File: config.mk
export PLATFORM = sky130hd
export DESIGN_NAME = and_or
export DESIGN_NICKNAME = d
export VERILOG_FILES = /design/src/rtl/and_or.sv
export SDC_FILE = /design/constraint.sdc
export NUM_CORES = 1
export LEC_CHECK = 0
export CORE_UTILIZATION = 42
export DETAILED_ROUTE_END_ITERATION = 12
export PLACE_DENSITY = 0.76
export SKIP_CTS_REPAIR_TIMING = 1
export SYNTH_ARGS = -nofsm -noshare
export SYNTH_HDL_FRONTEND = slang
export SYNTH_SLANG_ARGS = --single-unit
File: constraint.sdc
create_clock -name clk -period 1.9 [get_ports clk]
set_input_delay 0.38 -clock clk [delete_from_list [all_inputs] [get_ports clk]]
set_output_delay 0.38 -clock clk [all_outputs]
set_load 0.05 [all_outputs]
File: src/rtl/and_or.sv
// and_or: three-input AND-OR gate f = (a & b) | c with a clocked sampling
// wrapper that keeps a registered result, a sticky coverage bitmap of the
// sampled {a,b,c} combinations and a saturating count of true results.
module and_or #(
  parameter int CNT_W = 16
) (
  input  logic             clk,
  input  logic             rst,
  input  logic             a,
  input  logic             b,
  input  logic             c,
  input  logic             en,
  output logic             f,
  output logic             f_q,
  output logic [7:0]       seen,
  output logic             all_seen,
  output logic [CNT_W-1:0] ones_cnt
);

  localparam logic [CNT_W-1:0] CNT_MAX = '1;
  localparam logic [CNT_W-1:0] CNT_ONE = CNT_W'(1);

  logic [2:0] idx;

  // Combinational gate result and coverage summary; neither depends on clk or rst.
  always_comb begin
    f        = (a & b) | c;
    idx      = {a, b, c};
    all_seen = &seen;
  end

  // Sample on enabled edges; reset wins over enable, counter sticks at all-ones.
  always_ff @(posedge clk) begin
    if (rst) begin
      f_q      <= 1'b0;
      seen     <= 8'h00;
      ones_cnt <= '0;
    end else if (en) begin
      f_q       <= f;
      seen[idx] <= 1'b1;
      if (f && (ones_cnt != CNT_MAX)) begin
        ones_cnt <= ones_cnt + CNT_ONE;
      end
    end
  end

endmodule

-- Word-level counts from Yosys, hierarchy flattened
Index checks and enable logic that the tools add are counted.
- output and inout port bits: 27
- word-level logic and storage cells: 16
- input port bits: 6
- register bits after elaboration: 25
- $add $sub $neg: 1
- reductions and logical operators: 4
- $lt $le $gt $ge: 2
- mux-type cells: 2
- bitwise logic cells: 3
- equality and inequality tests: 1
- operators by type and width (cell ; number):
    16-bit by 1-bit adder with 16-bit output (second input constant) ; 1
    16-bit != test (second input constant) ; 1
    8-bit bitwise OR ; 1
    8-bit AND reduction ; 1
    3-bit by 4-bit < comparator with 1-bit output (second input constant) ; 1
    1-bit demux with 3-bit select ; 1
    3-bit by 1-bit greater-or-equal comparator with 1-bit output (second input constant) ; 1
    1-bit logical AND ; 2
    2-bit AND reduction ; 1
    1-bit bitwise AND ; 1
    1-bit 2-to-1 mux ; 1
    1-bit bitwise OR ; 1

-- Depth between registers and ports, before layout
Gate-level depths: netlist (run 1).
- depth in word-level cells: 5
- gate-level depth with buffers: 6
- depth with buffers taken out: 5

-- Least setup slack after synthesis (run 1)
No wires, ideal clock.
- path type: register to register
- start: register ones_cnt[1]
- end: register ones_cnt[10]
- path buffers: 0
- setup time: 0.121 ns
- setup slack: -0.383 ns
- data arrival time: 2.162 ns
- period minus slack after synthesis: 2.283 ns
- cell stages (with the launch flop): 6
- required time: 1.779 ns
- cells stage by stage: dfxtp_1 -> ha_1 -> nand4_1 -> or2_2 -> nor4b_1 -> mux2_2
- cells in the longest elaborated chain, start to end: 3
- elaborated cells between the ends (all ways): 4
- those cells by class: 1 x add/sub; 1 x eq/ne; 2 x reduce/logical
- RTL lines (item ; RTL line ; source):
    start: declaration ; 17 ; output logic [CNT_W-1:0] ones_cnt
    start signal: assignment ; 42 ; ones_cnt <= ones_cnt + CNT_ONE;
    branches (longest 3 deep; another with 16-bit by 1-bit adder with 16-bit output) ; - ;
Several ways; the timed one is not identified.
A chain may end at the register's enable or synchronous reset.

-- Worst setup path after layout (run 1)
- start: input port c
- end: output port f
- cells in the longest elaborated chain, start to end: 1
- RTL lines (item ; RTL line ; source):
    start: declaration ; 11 ; input logic c,
    1-bit bitwise OR ; 27 ; f = (a & b) | c;
    end: declaration ; 13 ; output logic f,
No other way between the ends.

==> results of run 1 <==
[per-layer routing]
metal	global-route usage, %	share of wire [%]
met1	26.8	41
met2	39.1	53
met3	3.51	4.5
met4	7.50	1.5
met5	0	0
[cells by family (layout without fill, tap and decap cells)]
group	count (synthesis)	after routing	share of synthesized area, %
compound gates	36	36	19.3
fa+ha+maj	1	1	1.04
buf+inv	9	60	3.96
flops	25	25	41.7
mux	3	3	2.81
simple gates	63	63	31.3
[cells in the mapped netlist (all sizes together) (2+ instances only)]
cell type,number
dfxtp,25
a21oi,16
nor2,16
nand3,8
nand2,5
nand4,5
o41ai,5
or4,5
or4b,5
a31oi,4
nor2b,4
o31ai,4
buf,3
clkbuf,3
mux2,3
nor4,3
o21ai,3
or3,3
and2b,2
inv,2
nor4b,2
[cell type report]
class	instances	area, sq um	share of cell area (%)
multi-input cells	103	698	37.8
repair buffers	54	543	29.4
flip-flops and latches	25	529	28.7
well taps	31	38.8	2.10
clock buffers	4	26.3	1.42
inverters	2	11.3	0.610
[sequential cells by signal, summed over array words and instances (netlist names)]
register / flops
ones_cnt: 16
f_q: 1
seen: 8
[worst max path at each step]
stage / start / end / slack, ns / depth (start not counted)
3_5_place_dp: b / ones_cnt[15] / -0.41 / 6
3_3_place_gp: b / ones_cnt[7] / -0.33 / 5
6_report: c / f / 0.04 / 6
5_1_grt: c / f / 0.007 / 6
2_1_floorplan: ones_cnt[0] / ones_cnt[1] / -0.02 / 6
4_1_cts: ones_cnt[1] / ones_cnt[1] / -0.09 / 2
[critical path, stage by stage]
cell,delay (ns)
clkdlybuf4s50_1,0.43
a21oi_2,0.17
buf_6,0.14
clkinvlp_4,0.08
buf_4,0.14
buf_6,0.14
[per-stage QoR]
| stage | util, % | instance area, sq um |
|---|---|---|
| after floorplan | - | 1240 |
| after global placement | 62.2 | 1700 |
| after detailed placement | 62.2 | 1700 |
| after CTS | 63.2 | 1730 |
| after global routing | 67.6 | 1850 |
| final | 67.6 | 1850 |
[where the power goes]
| group | total, uW | leakage (uW) | switching, uW | internal [uW] |
|---|---|---|---|---|
| clock network | 252 | 0.0000150 | 169 | 82.5 |
| logic | 155 | 0.000775 | 91.8 | 62.9 |
| registers | 536 | 0.000210 | 6.77 | 529 |
| total | 942 | 0.00100 | 268 | 674 |
==> impl_metrics.json, run 1 <==
{
  "route.detailed.drc": 0,
  "grt-ovfl-total": 0,
  "antenna_found_initial": 0,
  "dp_cells": 213,
  "nFillCells": 212,
  "critPathArrivalTime_ns": 1.48,
  "viasPerCell": 5.84,
  "fp.dieH_microns": 55.5,
  "grt_usage_pct": 22.0,
  "finalSetupTns_ns": 0,
  "hold_viol": 0,
  "grt_pass1_vias": 1220,
  "cp.required_ns": 1.52,
  "clock_path_buffers": 2,
  "synth_seq_cells": 25,
  "fin_ws_ns": 0.0352,
  "layout_common_cells": "buf_4 (26), dlymetal6s2s_1 (22), nor2_1 (16), a21oi_1 (14), dfxtp_1 (12)",
  "clk_pin_slew_ns": 0.15,
  "crit_fanout": 3,
  "cts-root-buf": "clkbuf_4",
  "vias": 1279,
  "tritoncts": "done",
  "ys_seq_area_share_pct": 41.7,
  "min_from": "ones_cnt[8]",
  "drv_slew": 0,
  "ant_nets": 0,
  "ys_types": 36,
  "synth.area.top_cells": "dfxtp_1 (42%), a21oi_1 (6.3%), nor2_1 (5.0%), o41ai_1 (3.6%), nand3_1 (3.3%)",
  "die_area_sq_um": 3080,
  "area_delta_synth_final_pct": 53.7,
  "syn-cell-area_sq_um": 1200,
  "hold_path_end": "ones_cnt[8]",
  "p_total_uw": 942,
  "ctsHtreeMaxLevel": 1,
  "wire_per_inst_microns": 15.2,
  "die_w_microns": 55.5,
  "whs_ns": 0.500,
  "dp_hpwl_microns": 2370,
  "grt_max_degree": 29,
  "gp_congestion": 0.870,
  "period_needed_ns": 1.86,
  "first_iter_violations": 43,
  "wl_microns": 3340,
  "setup_violations": 0,
  "syn_inst": 137,
  "rsz0062_at_grt": "no",
  "max_freq_ghz": 0.536,
  "r2r_start": "ones_cnt[0]",
  "cts_buffers": 3,
  "tightest_slew_ns": 0.522,
  "yosysTopAreaCell": "dfxtp_1",
  "reg2reg_depth": 5,
  "io-pin-count": 33,
  "whs_path_depth": 2,
  "layout-drive-gt1-share_pct": 33.5,
  "endpoint_kind": "output pin",
  "synth_ff_type": "dfxtp_1",
  "outcome": "complete, no violations",
  "synth_edf_count": 0,
  "p_leak_uw": 0.00100,
  "core_sq_um": 2730,
  "insertion_delay_ns": 0.34,
  "power_density_nw_per_um2": 510,
  "rr_endpoint": "ones_cnt[12]",
  "port-buffer-count": 32,
  "grt_pass1_wl_microns": 5460,
  "yosys_warnings": 0,
  "final_cells": 219,
  "placementRows": 19,
  "n_antenna_cell": 0,
  "layout_commonest_cell": "buf_4",
  "timing.max_cap.violations": 0,
  "clock_sinks": 25,
  "synth.avg_cell_area_sq_um": 8.77,
  "async_reset_ff_share_pct": 0,
  "path_class": "in2out",
  "nNetsFinal": 196,
  "dr.pass1.iters": 4,
  "syn_nets": 144,
  "slew_headroom_pct": 65.1,
  "fin_skew_ns": 0.0174,
  "worstSetupStartpointType": "primary input",
  "dp_slack_ns": -0.409,
  "start_util_pct": 43.9,
  "fin_crit_sh_pct": 98.1,
  "ir_drop_mv": 0.505,
  "hp-class": "reg2reg",
  "ff2ff_setup_slack_ns": 0.12,
  "synth_top_area_share_pct": 41.7
}
No activity file was read; power rests on OpenSTA's default activity.
==> inputs of run 2 (changes only) <==
Settings changed: SKIP_LAST_GASP from default to 1.
==> results of run 2 <==
Final layout, timing and power as in run 1 (identical DEF).
==> inputs of run 3 (changes only) <==
Settings changed: CORE_UTILIZATION 42 to 54, DONT_BUFFER_PORTS from default to 1, PLACE_DENSITY 0.76 to 0.74.
==> run 3 against run 2 <==
  * Non-clock buffer count decreased by 18
  * Critical path type is now reg2reg
  * Maximum frequency about the same
  * Worst setup slack about the same
  * Largest power group unchanged
  * Critical path depth unchanged
  * Sequential share of layout area increased by 5.5 points
==> impl_metrics.json, run 3 (synthesized netlist as in run 1, its figures left out) <==
{
  "placementRows": 16,
  "cts-root-buf": "clkbuf_4",
  "tritoncts": "done",
  "outcome": "complete, no violations",
  "reg2reg_depth": 6,
  "grt_usage_pct": 25.5,
  "area_delta_synth_final_pct": 29.1,
  "cp.required_ns": 2.16,
  "ff2ff_setup_slack_ns": 0.03,
  "top_usage_layer": "met2",
  "whs_ns": 0.0894,
  "use_met1_pct": 32.0,
  "nFillCells": 157,
  "layout_commonest_cell": "buf_4",
  "worstSetupStartpointType": "flip-flop",
  "insertion_delay_ns": 0.33,
  "r2r_start": "ones_cnt[0]",
  "post-route-util_pct": 76.7,
  "hp-class": "in2reg",
  "grt_pass1_vias": 1109,
  "layout-drive-gt1-share_pct": 40.0,
  "fin_skew_ns": 0.00298,
  "largest_reg_flops": 16,
  "gp_congestion": 0.834,
  "met3_usage_pct": 5.61,
  "n_antenna_cell": 0,
  "dr.pass1.iters": 4,
  "first_iter_violations": 32,
  "nNetsFinal": 178,
  "clock_sinks": 25,
  "die_w_microns": 49.2,
  "whs_path_depth": 1,
  "crit_fanout": 11,
  "final_cells": 197,
  "tightest_slew_ns": 0.538,
  "grt_pass1_wl_microns": 4740,
  "p_leak_uw": 0.000554,
  "start_util_pct": 59.4,
  "setup_violations": 0,
  "gr-usage-met2_pct": 42.7,
  "min_from": "rst",
  "max_freq_ghz": 0.536,
  "rr_endpoint": "ones_cnt[3]",
  "power_density_nw_per_um2": 574,
  "port-buffer-count": 0,
  "dp_cells": 191,
  "clock_path_buffers": 2,
  "viasPerCell": 6.17,
  "cts_buffers": 3,
  "endpoint_kind": "flip-flop",
  "dp_hpwl_microns": 2150,
  "vias": 1216,
  "grt-ovfl-total": 0,
  "slew_headroom_pct": 63.8,
  "ctsHtreeMaxLevel": 1,
  "antenna_found_initial": 0,
  "ir_drop_mv": 0.567,
  "io-pin-count": 33,
  "largest_registers": "ones_cnt: 16 flops, seen: 8 flops, f_q: 1 flops",
  "path_class": "reg2reg",
  "route.detailed.drc": 0,
  "period_needed_ns": 1.87,
  "rsz0062_at_grt": "yes",
  "die_area_sq_um": 2420,
  "timing.max_cap.violations": 0,
  "fin_area_sq_um": 1550,
  "critPathArrivalTime_ns": 2.13,
  "clk_pin_slew_ns": 0.14,
  "ant_nets": 0,
  "wire_per_inst_microns": 15.5,
  "grt_max_degree": 29,
  "largest_register": "ones_cnt",
  "wl_microns": 3060,
  "p_total_uw": 890,
  "layout_common_cells": "buf_4 (36), nor2_1 (16), a21oi_1 (14), dfxtp_1 (12)",
  "placed_area_sq_um": 1490,
  "hold_path_end": "ones_cnt[2]",
  "fp.dieH_microns": 49.2,
  "fin_crit_sh_pct": 98.2,
  "core_sq_um": 2020,
  "hold_viol": 0,
  "drv_slew": 0
}
## run 3: changes by cell type in the layout (fill, tap and decap cells not counted), sizes merged
cell | previous run | this run
dlymetal6s2s | 22 | 0
buf | 29 | 36
clkdlybuf4s50 | 3 | 0
clkbuf | 4 | 3
inv | 1 | 2
## run 3: stage by stage
| step | setup WS [ns] | TNS, ns |
|---|---|---|
| after detailed placement | 0.0498 | 0 |
| after floorplan | -0.0153 | -0.0153 |
| final | 0.0349 | 0 |
| after global routing | -0.0645 | -0.146 |
| after global placement | 0.0976 | 0 |
| after CTS | 0.0284 | 0 |
## run 3: cell type report
type / count / area [sq um] / area share (%)
clock buffer: 3 / 22.5 / 1.45
clock inverter: 1 / 6.26 / 0.404
inverter: 2 / 11.3 / 0.726
multi-input combinational: 103 / 677 / 43.7
sequential: 25 / 529 / 34.1
tap: 27 / 33.8 / 2.18
timing repair buffer: 36 / 270 / 17.4
## run 3: worst max path at each step
stage                      startpoint           end  depth (start not counted)
after floorplan           ones_cnt[0]   ones_cnt[1]                          6
after global placement    ones_cnt[0]  ones_cnt[10]                          5
after detailed placement  ones_cnt[0]  ones_cnt[10]                          5
after CTS                 ones_cnt[0]  ones_cnt[10]                          5
after global routing      ones_cnt[1]   ones_cnt[3]                          6
final                     ones_cnt[0]   ones_cnt[3]                          6
## run 3: power breakdown
part           leakage (uW)  switching, uW  internal [uW]
Clock             0.0000183            171           82.3
Sequential         0.000210           12.2            529
Combinational      0.000325           63.0           31.8
Total              0.000554            247            643
## run 3: critical path: stages (launching register included)
cell     delay, ns
dfxtp_4       0.38
ha_2          0.17
nand4_1       0.20
nor4_2        0.49
buf_4         0.25
o21ai_0       0.13
a21oi_1       0.17
## run 3: layer usage
layer | wire length [microns] | up-vias
met5 | 0 | -
met4 | 44 | 0
met3 | 259 | 5
met2 | 1500 | 54
met1 | 1260 | 566
li1 | - | 591
